## config.mk

```make
export PLATFORM = sky130hd
export DESIGN_NAME = mem_access_ctrl
export DESIGN_NICKNAME = d
export VERILOG_FILES = /design/src/rtl/mem_access_ctrl.sv
export SDC_FILE = /design/constraint.sdc
export NUM_CORES = 1
export LEC_CHECK = 0
export BUFFER_PORTS_ARGS = -buffer_cell sky130_fd_sc_hd__buf_2
export CORE_AREA = 2 2 74 76
export CTS_CLUSTER_DIAMETER = 30
export DETAILED_ROUTE_END_ITERATION = 10
export DIE_AREA = 0 0 76 78
export GPL_TIMING_DRIVEN = 0
export PLACE_DENSITY = 0.81
export SLEW_MARGIN = 10
export SYNTH_ARGS = -nofsm -noshare
export SYNTH_HDL_FRONTEND = slang
export SYNTH_SLANG_ARGS = --single-unit
```

## constraint.sdc

```tcl
create_clock -name clk -period 4.3 [get_ports clk]
set_clock_uncertainty 0.1 [all_clocks]
set_input_delay 1.29 -clock clk [delete_from_list [all_inputs] [get_ports clk]]
set_output_delay 1.29 -clock clk [all_outputs]
set_load 0.005 [all_outputs]
```

## src/rtl/mem_access_ctrl.sv

```systemverilog
// rtl/mem_access_ctrl.sv - MEM-stage load/store initiator with req/ack handshake, pipeline stall and ack timeout
module mem_access_ctrl #(
    parameter int DEPTH   = 16,
    parameter int TIMEOUT = 15
) (
    input  logic        clk,
    input  logic        rst,
    input  logic        ex_valid,
    input  logic        ex_memRead,
    input  logic        ex_memWrite,
    input  logic [15:0] ex_Address,
    input  logic [15:0] ex_WriteData,
    output logic        stall,
    output logic        resp_valid,
    output logic [15:0] resp_data,
    output logic        resp_err,
    output logic [15:0] Address,
    output logic [15:0] WriteData,
    output logic        memWrite,
    output logic        mem_req,
    input  logic        mem_ack,
    input  logic [15:0] ReadData
);

    typedef enum logic [1:0] {IDLE, ACCESS, RESP} state_t;

    localparam logic [16:0] DEPTH_W  = 17'(DEPTH);
    localparam logic [7:0]  TMO_LAST = 8'(TIMEOUT - 1);

    state_t      state, state_nx;
    logic        accept, legal, timed_out, is_rd;
    logic [7:0]  tcnt;
    logic        mem_req_nx, mem_write_nx, resp_valid_nx, resp_err_nx;
    logic [15:0] resp_data_nx;

    assign accept    = (state == IDLE) && ex_valid && (ex_memRead || ex_memWrite);
    assign legal     = !(ex_memRead && ex_memWrite) && ({1'b0, ex_Address} < DEPTH_W);
    assign timed_out = (state == ACCESS) && !mem_ack && (tcnt == TMO_LAST);

    always_ff @(posedge clk or negedge rst) begin
        if (!rst) state <= IDLE;
        else      state <= state_nx;
    end

    always_comb begin
        state_nx = state;
        case (state)
            IDLE:    if (accept) state_nx = legal ? ACCESS : RESP;
            ACCESS:  if (mem_ack || timed_out) state_nx = RESP;
            RESP:    state_nx = IDLE;
            default: state_nx = IDLE;
        endcase
    end

    // Next values of the registered outputs; stall itself is the only combinational output.
    always_comb begin
        stall         = accept || (state == ACCESS);
        mem_req_nx    = 1'b0;
        mem_write_nx  = 1'b0;
        resp_valid_nx = (state_nx == RESP);
        resp_err_nx   = 1'b0;
        resp_data_nx  = 16'h0000;
        case (state)
            IDLE: begin
                mem_req_nx   = accept && legal;
                mem_write_nx = accept && legal && ex_memWrite;
                resp_err_nx  = accept && !legal;
            end
            ACCESS: begin
                mem_req_nx   = !(mem_ack || timed_out);
                mem_write_nx = memWrite && !(mem_ack || timed_out);
                resp_err_nx  = timed_out;
                if (mem_ack && is_rd) resp_data_nx = ReadData;
            end
            default: ;
        endcase
    end

    always_ff @(posedge clk or negedge rst) begin
        if (!rst) begin
            mem_req    <= 1'b0;
            memWrite   <= 1'b0;
            resp_valid <= 1'b0;
            resp_err   <= 1'b0;
            resp_data  <= 16'h0000;
            Address    <= 16'h0000;
            WriteData  <= 16'h0000;
            is_rd      <= 1'b0;
            tcnt       <= 8'd0;
        end else begin
            mem_req    <= mem_req_nx;
            memWrite   <= mem_write_nx;
            resp_valid <= resp_valid_nx;
            resp_err   <= resp_err_nx;
            resp_data  <= resp_data_nx;
            if (accept && legal) begin
                Address   <= ex_Address;
                WriteData <= ex_WriteData;
                is_rd     <= ex_memRead;
            end
            if (state == ACCESS && !mem_ack) tcnt <= tcnt + 8'd1;
            else                             tcnt <= 8'd0;
        end
    end

endmodule

```

==> metrics, run 1 <==
mux cell area share after synthesis=12.24%; Synth Area in Compound Gates=1.633%; Vias per Instance=4.588; Sink Count=63; PwrDens=366.7 mW/mm²; CTS tree=built; Async SR Flop Fraction=100.0%; post-DP HPWL=3411 µm; Clock Latency Late Sink=0.32 ns; Adder-Cell Fraction of Synth Area=1.020%; top cells by area, synth=dfrtp_1 64%, mux2_4 10%, and2_1 4.3%, nor2b_1 3.1%, mux2_2 1.8%; synthesized flop and latch total=63; DR pass1 iterations=4; Slew Limit Fails=0; Syn Inst Count=167; Synth Cell Area=0.002452 mm²; Synth Flop Type=dfrtp_1; Reg clk slew, reported paths=0.07 ns; vias in the first global route=1723; row count=26; status=complete, no violations; unrepaired setup endpoints after global routing=no; Num CTS Buffers=9; Inserted Diodes=0; most frequent cell after synthesis=dfrtp_1; largest net degree at the start of global routing=64; Resize count post-CTS=0; initial antenna violation count=0; EDFF count, synth=0; Critical Path Sink Type=output port; H-tree depth=3; crit start category=input port; Global Route Usage Sum=17.31%; wire length per cell=12.99 µm; Worst Path Required=2.91 ns; top cell type's share of synthesized area=64.29%; Mean Syn Cell Area=14.68 µm²; Ports=107; final period utilization=81.53%; Synth area leader=dfrtp_1; register area share after synthesis=64.29%; setup violators final=0; clock root cell=clkbuf_8; worst-case clock buffer depth=2; vias=1647; first-pass GRT wire length=7997 µm; initial core utilization=48.64%; DR iter-0 viols=38; largest family of logic cells by synthesized area=simple AND/OR/NAND/NOR gates; Slew HR=49.42%; Tot Pwr=1.209 mW; number of nets in the layout=340; Die Y=78 µm; Worst Hold Class=reg2reg; Die ar.=0.005928 mm²; gp weighted congestion=0.7442; syn_nets=223; Setup Buffers After CTS=0; simple-gate share of the synthesized area=16.07%; Distinct cells, synth=29; Port-buffer cells=106; yosys warns=0; Syn-to-layout area delta=34.44%; layout cells sized above 1=52.25%; Lkg Pwr=1.863 nW; Final min period=3.506 ns; Synth top cells by count=63 x dfrtp_1, 17 x and2_1, 17 x mux2_4; hold buffers post-CTS=0; GRT Residual Overflow=0; die span in x=76 µm; peak supply drop=0.3318 mV; total of max-cap violations=0; CP arrival=2.12 ns; xor and xnor fraction of the mapped netlist area=2.143%; Final TNS setup=0 ns; DRC violations left=0; critical path class=in2out; post-route ant nets=0; worst-path fanout max=5; Core ar.=0.005042 mm²; Post-Route WL=4665 µm; Max Freq=0.2852 GHz; worst-margin pin slew=0.7587 ns; final hold violation count=0
[final timing paths]
check	startpoint	to	slack (ns)	cells after the start
max in group asynchronous	rst	Address[8]	2.66	1
setup / recovery	ex_memWrite	stall	0.79	4
min in group asynchronous	rst	tcnt[1]	0.94	1
hold reg to reg	memWrite	memWrite	0.39	1
setup reg to reg	state[1]	WriteData[15]	2.49	5
hold / removal	memWrite	memWrite	0.39	1
[power breakdown]
group	total (mW)	switching (mW)	internal [mW]	leakage [nW]
Combinational	0.0457	0.0240	0.0218	0.873
Sequential	0.596	0.00123	0.595	0.877
Clock	0.567	0.209	0.358	0.114
Total	1.21	0.234	0.975	1.86
[placed cells by master, fill, tap and decap left out, types with 2 or more instances in the layout]
cell / count
and2_1: 17
and3_1: 2
buf_12: 2
buf_2: 106
bufinv_16: 2
clkbuf_1: 4
clkbuf_8: 11
dfrtp_1: 63
ha_1: 2
inv_1: 3
mux2_2: 4
mux2_4: 17
nand2_1: 6
nand3_1: 2
nand4_1: 2
nor2_1: 11
nor2b_1: 12
nor4_2: 2
o21ai_0: 2
o22ai_1: 2
xor2_1: 5
[worst max-delay path, stage by stage]
cell      delay (ns)
buf_2           0.12
o211ai_1        0.41
o21ai_0         0.14
buf_2           0.15
[cells by family after synthesis]
family                   count (synthesis)
AO/OA/AOI/OAI                            6
XOR/XNOR                                 6
adder cells (fa/ha/maj)                  2
buffers and inverters                    8
flip-flops                              63
multiplexers                            21
AND/OR/NAND/NOR                         61
[final cells by class]
cell class                      instances  area, µm²
Tap cell                               70      87.58
Multi-Input combinational cell         96      812.0
Fill cell                             397       1745
Buffer                                  5      52.55
Inverter                                3      11.26
Clock buffer                           13      158.9
Clock inverter                          3      65.06
Sequential cell                        63       1577
Timing Repair Buffer                  106      533.0
[metrics by stage]
stage / util (%) / hold WS (ns) / instances / setup slack, ns / area [µm²]
global route: 65.38 / 0.4042 / 359 / 0.6822 / 3297
finish: 65.38 / 0.3917 / 359 / 0.7940 / 3297
floorplan: - / 0.3687 / 167 / 1.076 / 2452
global placement: 60.89 / 0.3767 / 343 / 0.7721 / 3070
CTS: 65.38 / 0.3956 / 359 / 0.7781 / 3297
detailed placement: 60.94 / 0.3798 / 343 / 0.7763 / 3073
[sequential cells by signal, summed over array words and instances, names as in the netlist]
| signal | cells |
|---|---|
| resp_valid | 1 |
| mem_req | 1 |
| Address | 16 |
| memWrite | 1 |
| tcnt | 8 |
| is_rd | 1 |
| state | 2 |
| resp_data | 16 |
| resp_err | 1 |
| WriteData | 16 |
[metal layers]
layer | vias to the layer above | GRT usage [%] | wire length, µm
li1 | 790 | - | -
met1 | 773 | 21.90 | 2022
met2 | 75 | 27.77 | 2195
met3 | 9 | 4.186 | 347
met4 | 0 | 9.273 | 99
met5 | - | 0 | 0
(Power assumes the default switching activity.)
==> run 2, diff against run 1 <==
Settings changed: CORE_AREA 2 2 74 76 to 2 2 80 82, DIE_AREA 0 0 76 78 to 0 0 82 84, PLACE_DENSITY 0.81 to 0.73.
Clock period 4.3 ns to 3.15 ns, I/O delays scaled along.
==> run 2 against run 1 <==
Compared with the run above:
- routed wire length is 2.3% higher
- power up 21%
- sequential cell count unchanged
- die area is 16% higher
- via count grew 2.0%
- critical endpoint unchanged
- worst setup slack worse by 0.48 ns
- core utilization is 12 points lower
- sequential power up 37%
- global-route usage shrank 1.8 points
- largest cell class unchanged
- count of clock-buffer cells in the layout decreased by 2
==> metrics, run 2 (same netlist as run 1, synthesis figures left out) <==
status=complete, no violations (unchanged); Core ar.=0.006096 mm² (was 0.005042 mm²); CP arrival=1.79 ns (was 2.12 ns); R2R Path Start=state[1] (unchanged); CTS tree=built (unchanged); worst-margin pin slew=0.7647 ns (was 0.7587 ns); Die Y=84 µm (was 78 µm); most common cell after layout, fill and taps aside=buf_2 (unchanged); first-pass GRT wire length=7838 µm (was 7997 µm); Slew HR=49.02% (was 49.42%); Inserted Diodes=0 (unchanged); most frequent cells in the layout=106 x buf_2, 63 x dfrtp_1, 17 x and2_1, 17 x mux2_4, 12 x nor2b_1 (unchanged); vias=1680 (was 1647); pre-CTS setup slack=0.2959 ns (was 0.7763 ns); final hold violation count=0 (unchanged); worst-path fanout max=5 (unchanged); Hold Crit Start=Address[4] (was memWrite); crit start category=input port (unchanged); Lkg Pwr=1.835 nW (was 1.863 nW); kind of cell adding the most delay to the critical path=compound AO/OA/AOI/OAI gates (unchanged); Ports=107 (unchanged); sw power=0.3251 mW (was 0.2342 mW); PwrDens=451.5 mW/mm² (was 366.7 mW/mm²); GRT Residual Overflow=0 (unchanged); Critical Path Source=ex_memWrite (unchanged); Reg clk slew, reported paths=0.07 ns (about the same); Port-buffer cells=106 (unchanged); setup violators final=0 (unchanged); clock root cell=clkbuf_8 (unchanged); Sink Count=63 (unchanged); switching part of the total power=22.18% (was 19.37%); Clk pwr share=40.2% (was 46.9%); Vias per Instance=4.603 (was 4.588); wire length per cell=13.08 µm (was 12.99 µm); DR iter-0 viols=40 (was 38); post-DP HPWL=3487 µm (was 3411 µm); cell chain of the critical path=buf_2 > o211ai_1 > o21ai_0 > buf_2 (unchanged); critical path's most frequent cell=buf_2 (unchanged); DRC violations left=0 (unchanged); Final TNS setup=0 ns (unchanged); combinational power share=4.2% (was 3.8%); Die ar.=0.006888 mm² (was 0.005928 mm²); Max Freq=0.3527 GHz; initial core utilization=40.23% (was 48.64%); largest net degree at the start of global routing=64 (unchanged); H-tree depth=3 (unchanged); Slew Limit Fails=0 (unchanged); final worst slack=0.3144 ns (was 0.7940 ns); Internal=1.140 mW (was 0.9748 mW); Worst Path Required=2.10 ns (was 2.91 ns); sequential power share=55.5% (was 49.3%); peak supply drop=0.2779 mV (was 0.3318 mV); Setup Buffers After CTS=0 (unchanged); post-route ant nets=0 (unchanged); layout cells sized above 1=52.43% (was 52.25%); Largest regs=Address x16, WriteData x16, resp_data x16 (unchanged); number of nets in the layout=340 (unchanged); critical path class=in2out (unchanged); DR pass1 iterations=4 (unchanged); Global Route Usage Sum=15.49% (was 17.31%); Num CTS Buffers=9 (unchanged); Final min period=2.836 ns; Syn-to-layout area delta=32.35% (was 34.44%); Clock Latency Late Sink=0.33 ns (was 0.32 ns); WP buf/inv=2 (unchanged); unrepaired setup endpoints after global routing=no (unchanged); vias in the first global route=1680 (was 1723); worst-case clock buffer depth=2 (unchanged); hold buffers post-CTS=0 (unchanged); initial antenna violation count=0 (unchanged); Post-Route WL=4774 µm (was 4665 µm); total of max-cap violations=0 (unchanged); Worst Hold Class=reg2reg (unchanged); slowest stage delay, CP=0.42 ns (was 0.41 ns); Resize count post-CTS=0 (unchanged); CP max-delay cell=o211ai_1 (unchanged); row count=29 (was 26); gp weighted congestion=0.7912 (was 0.7442); Critical Path Sink Type=output port (unchanged); die span in x=82 µm (was 76 µm); final period utilization=90.02%
run 2: cell types whose count changed in the layout (fill, tap and decap cells not counted), sizes merged:
| cell | change |
|---|---|
| bufinv | -2 |
| clkbuf | -2 |
| clkinvlp | +1 |
| clkinv | +2 |
run 2: worst paths after layout:
kind	to	slack (ns)	cells after the start
worst max-delay path	stall	0.31	4
worst min-delay path	Address[4]	0.40	1
worst max register to register	Address[1]	1.27	5
worst min register to register	Address[4]	0.40	1
max in group asynchronous	tcnt[6]	1.86	1
min in group asynchronous	Address[4]	0.58	1
run 2: stage by stage:
step / utilization (%) / instance area, µm² / power [mW] / hold slack, ns / cells
3_5_place_dp: 50.55 / 3082 / 0.8937 / 0.3858 / 350
4_1_cts: 53.24 / 3246 / 1.489 / 0.4011 / 365
5_1_grt: 53.24 / 3246 / 1.543 / 0.4176 / 365
2_1_floorplan: - / 2452 / 0.8378 / 0.3687 / 167
3_3_place_gp: 50.51 / 3079 / 0.8912 / 0.3775 / 350
6_report: 53.24 / 3246 / 1.465 / 0.3970 / 365
run 2: per-layer routing:
metal / global-route usage, % / up-vias / wire length [µm]
met3: 5.303 / 11 / 401
met5: 0 / - / 0
met4: 8.636 / 0 / 95
met1: 19.24 / 795 / 1991
met2: 23.28 / 76 / 2285
li1: - / 798 / -
run 2: cell type report:
type	instances	area, µm²
tap	77	96.34
clock buffer	11	141.4
sequential	63	1577
multi-input combinational	96	812.0
clock inverter	4	22.52
buffer	5	52.55
inverter	3	11.26
fill	537	2850
timing repair buffer	106	533.0
run 2: power groups by stage:
stage / Clock, mW / Sequential, mW / Combinational, mW
detailed placement: 0 / 0.829 / 0.0647
floorplan: 0 / 0.829 / 0.00832
finish: 0.589 / 0.814 / 0.0621
global placement: 0 / 0.829 / 0.0622
CTS: 0.610 / 0.814 / 0.0647
global route: 0.658 / 0.814 / 0.0711
==> run 3, diff against run 2 <==
Settings changed: CTS_BUF_LIST set to sky130_fd_sc_hd__clkbuf_16.
==> run 3 against run 2 <==
Compared with the run above:
- first-iteration DRC count is 10% lower
- core utilization rose by 1.5 points
- die area stayed put
- sequential cell count unchanged
- clock power is 43% higher
- power up 17%
- critical path depth unchanged
- routed wire length is 0.88% higher
- non-clock buffer count unchanged
==> metrics, run 3 (same netlist as run 1, synthesis figures left out) <==
die span in x=82 µm (unchanged); number of nets in the layout=340 (unchanged); Worst Path Required=2.10 ns (about the same); setup violators final=0 (unchanged); worst-path fanout max=5 (unchanged); unrepaired setup endpoints after global routing=no (unchanged); DR pass1 iterations=4 (unchanged); H-tree depth=3 (unchanged); gp weighted congestion=0.7912 (unchanged); most frequent cells in the layout=106 x buf_2, 63 x dfrtp_1, 17 x and2_1, 17 x mux2_4, 12 x nor2b_1 (unchanged); total of max-cap violations=0 (unchanged); Critical Path Sink Type=output port (unchanged); Worst R2R End=Address[1] (unchanged); Final TNS setup=0 ns (unchanged); Internal=1.360 mW (was 1.140 mW); sw power=0.3579 mW (was 0.3251 mW); Die ar.=0.006888 mm² (unchanged); r2r setup slk=1.28 ns (was 1.27 ns); worst-case clock buffer depth=2 (unchanged); clock root cell=clkbuf_16 (was clkbuf_8); Core ar.=0.006096 mm² (unchanged); Lkg Pwr=1.879 nW (was 1.835 nW); Slew HR=48.69% (was 49.02%); largest net degree at the start of global routing=64 (unchanged); placed cell count=350 (unchanged); switching part of the total power=20.83% (was 22.18%); Port-buffer cells=106 (unchanged); Inserted Diodes=0 (unchanged); sequential power share=47.5% (was 55.5%); status=complete, no violations (unchanged); PwrDens=514.7 mW/mm² (was 451.5 mW/mm²); Worst Hold Class=reg2reg (unchanged); Vias per Instance=4.633 (was 4.603); wire length per cell=13.19 µm (was 13.08 µm); row count=29 (unchanged); first-pass GRT wire length=7907 µm (was 7838 µm); CP arrival=1.80 ns (was 1.79 ns); hold buffers post-CTS=0 (unchanged); peak supply drop=0.2670 mV (was 0.2779 mV); R2R depth=5 (unchanged); final core occ=54.74% (was 53.24%); vias=1691 (was 1680); Ports=107 (unchanged); Critical Path Source=ex_memWrite (unchanged); Largest regs=Address x16, WriteData x16, resp_data x16 (unchanged); initial antenna violation count=0 (unchanged); Clk pwr share=48.9% (was 40.2%); worst-margin pin slew=0.7697 ns (was 0.7647 ns); Setup Buffers After CTS=0 (unchanged); GRT Residual Overflow=0 (unchanged); post-DP HPWL=3487 µm (unchanged); Max Freq=0.3519 GHz (was 0.3527 GHz); layout cells sized above 1=52.08% (was 52.43%); vias in the first global route=1674 (was 1680); initial core utilization=40.23% (unchanged); critical path class=in2out (unchanged); Num CTS Buffers=9 (unchanged); Resize count post-CTS=0 (unchanged); R2R Path Start=state[1] (unchanged); Syn-to-layout area delta=36.07% (was 32.35%); Global Route Usage Sum=15.54% (was 15.49%); Final min period=2.842 ns (was 2.836 ns); final hold violation count=0 (unchanged); Reg clk slew, reported paths=0.05 ns (was 0.07 ns); combinational power share=3.6% (was 4.2%); DRC violations left=0 (unchanged); CTS tree=built (unchanged); Slew Limit Fails=0 (unchanged); DR iter-0 viols=36 (was 40); Die Y=84 µm (unchanged); Post-Route WL=4816 µm (was 4774 µm); CP endpoint=stall (unchanged); crit start category=input port (unchanged); Clock Latency Late Sink=0.32 ns (was 0.33 ns); post-route ant nets=0 (unchanged); Sink Count=63 (unchanged); final period utilization=90.21% (was 90.02%); Finished Layout Cells=365 (unchanged); most common cell after layout, fill and taps aside=buf_2 (unchanged)
## run 3: cell types whose count changed in the layout (fill, tap and decap cells not counted)
| cell | delta |
|---|---|
| inv_1 | +1 |
| clkinv_1 | +1 |
| clkbuf_1 | -1 |
| clkbuf_8 | -10 |
| clkbuf_16 | +9 |
## run 3: power by group through the flow
stage | Combinational (mW) | Sequential [mW] | Clock, mW
global route | 0.0712 | 0.815 | 0.903
floorplan | 0.00832 | 0.829 | 0
CTS | 0.0649 | 0.815 | 0.862
global placement | 0.0622 | 0.829 | 0
finish | 0.0623 | 0.816 | 0.840
detailed placement | 0.0647 | 0.829 | 0
## run 3: area by class of cell
class	instances	area, µm²
Clock buffer	9	225.2
Tap cell	77	96.34
Buffer	5	52.55
Clock inverter	6	30.03
Timing Repair Buffer	106	533.0
Multi-Input combinational cell	96	812.0
Sequential cell	63	1577
Fill cell	527	2759
Inverter	3	11.26
## run 3: routing by layer
layer  up-vias  wire length [µm]  GRT usage (%)
li1        795                 -              -
met1       816              2022          18.69
met2        71              2328          24.24
met3         9               379          5.628
met4         0                85          7.727
met5         -                 0              0
## run 3: worst min path at each step
stage	from	depth (start not counted)	end	slack, ns
finish	Address[4]	1	Address[4]	0.39
CTS	Address[4]	1	Address[4]	0.40
global route	WriteData[2]	1	WriteData[2]	0.41
global placement	Address[11]	1	Address[11]	0.38
detailed placement	Address[13]	1	Address[13]	0.39
floorplan	tcnt[0]	1	tcnt[0]	0.37
## run 3: metrics by stage
stage	hold WS [ns]	total power [mW]	cell area [µm²]	setup slack (ns)
6_report	0.3933	1.718	3337	0.3084
5_1_grt	0.4130	1.789	3337	0.2468
4_1_cts	0.3971	1.742	3337	0.2897
3_5_place_dp	0.3858	0.8937	3082	0.2959
3_3_place_gp	0.3775	0.8912	3079	0.3016
2_1_floorplan	0.3687	0.8378	2452	0.6162
## run 3: worst max-delay path, stage by stage
cell,delay [ns]
buf_2,0.11
o211ai_1,0.43
o21ai_0,0.15
buf_2,0.16
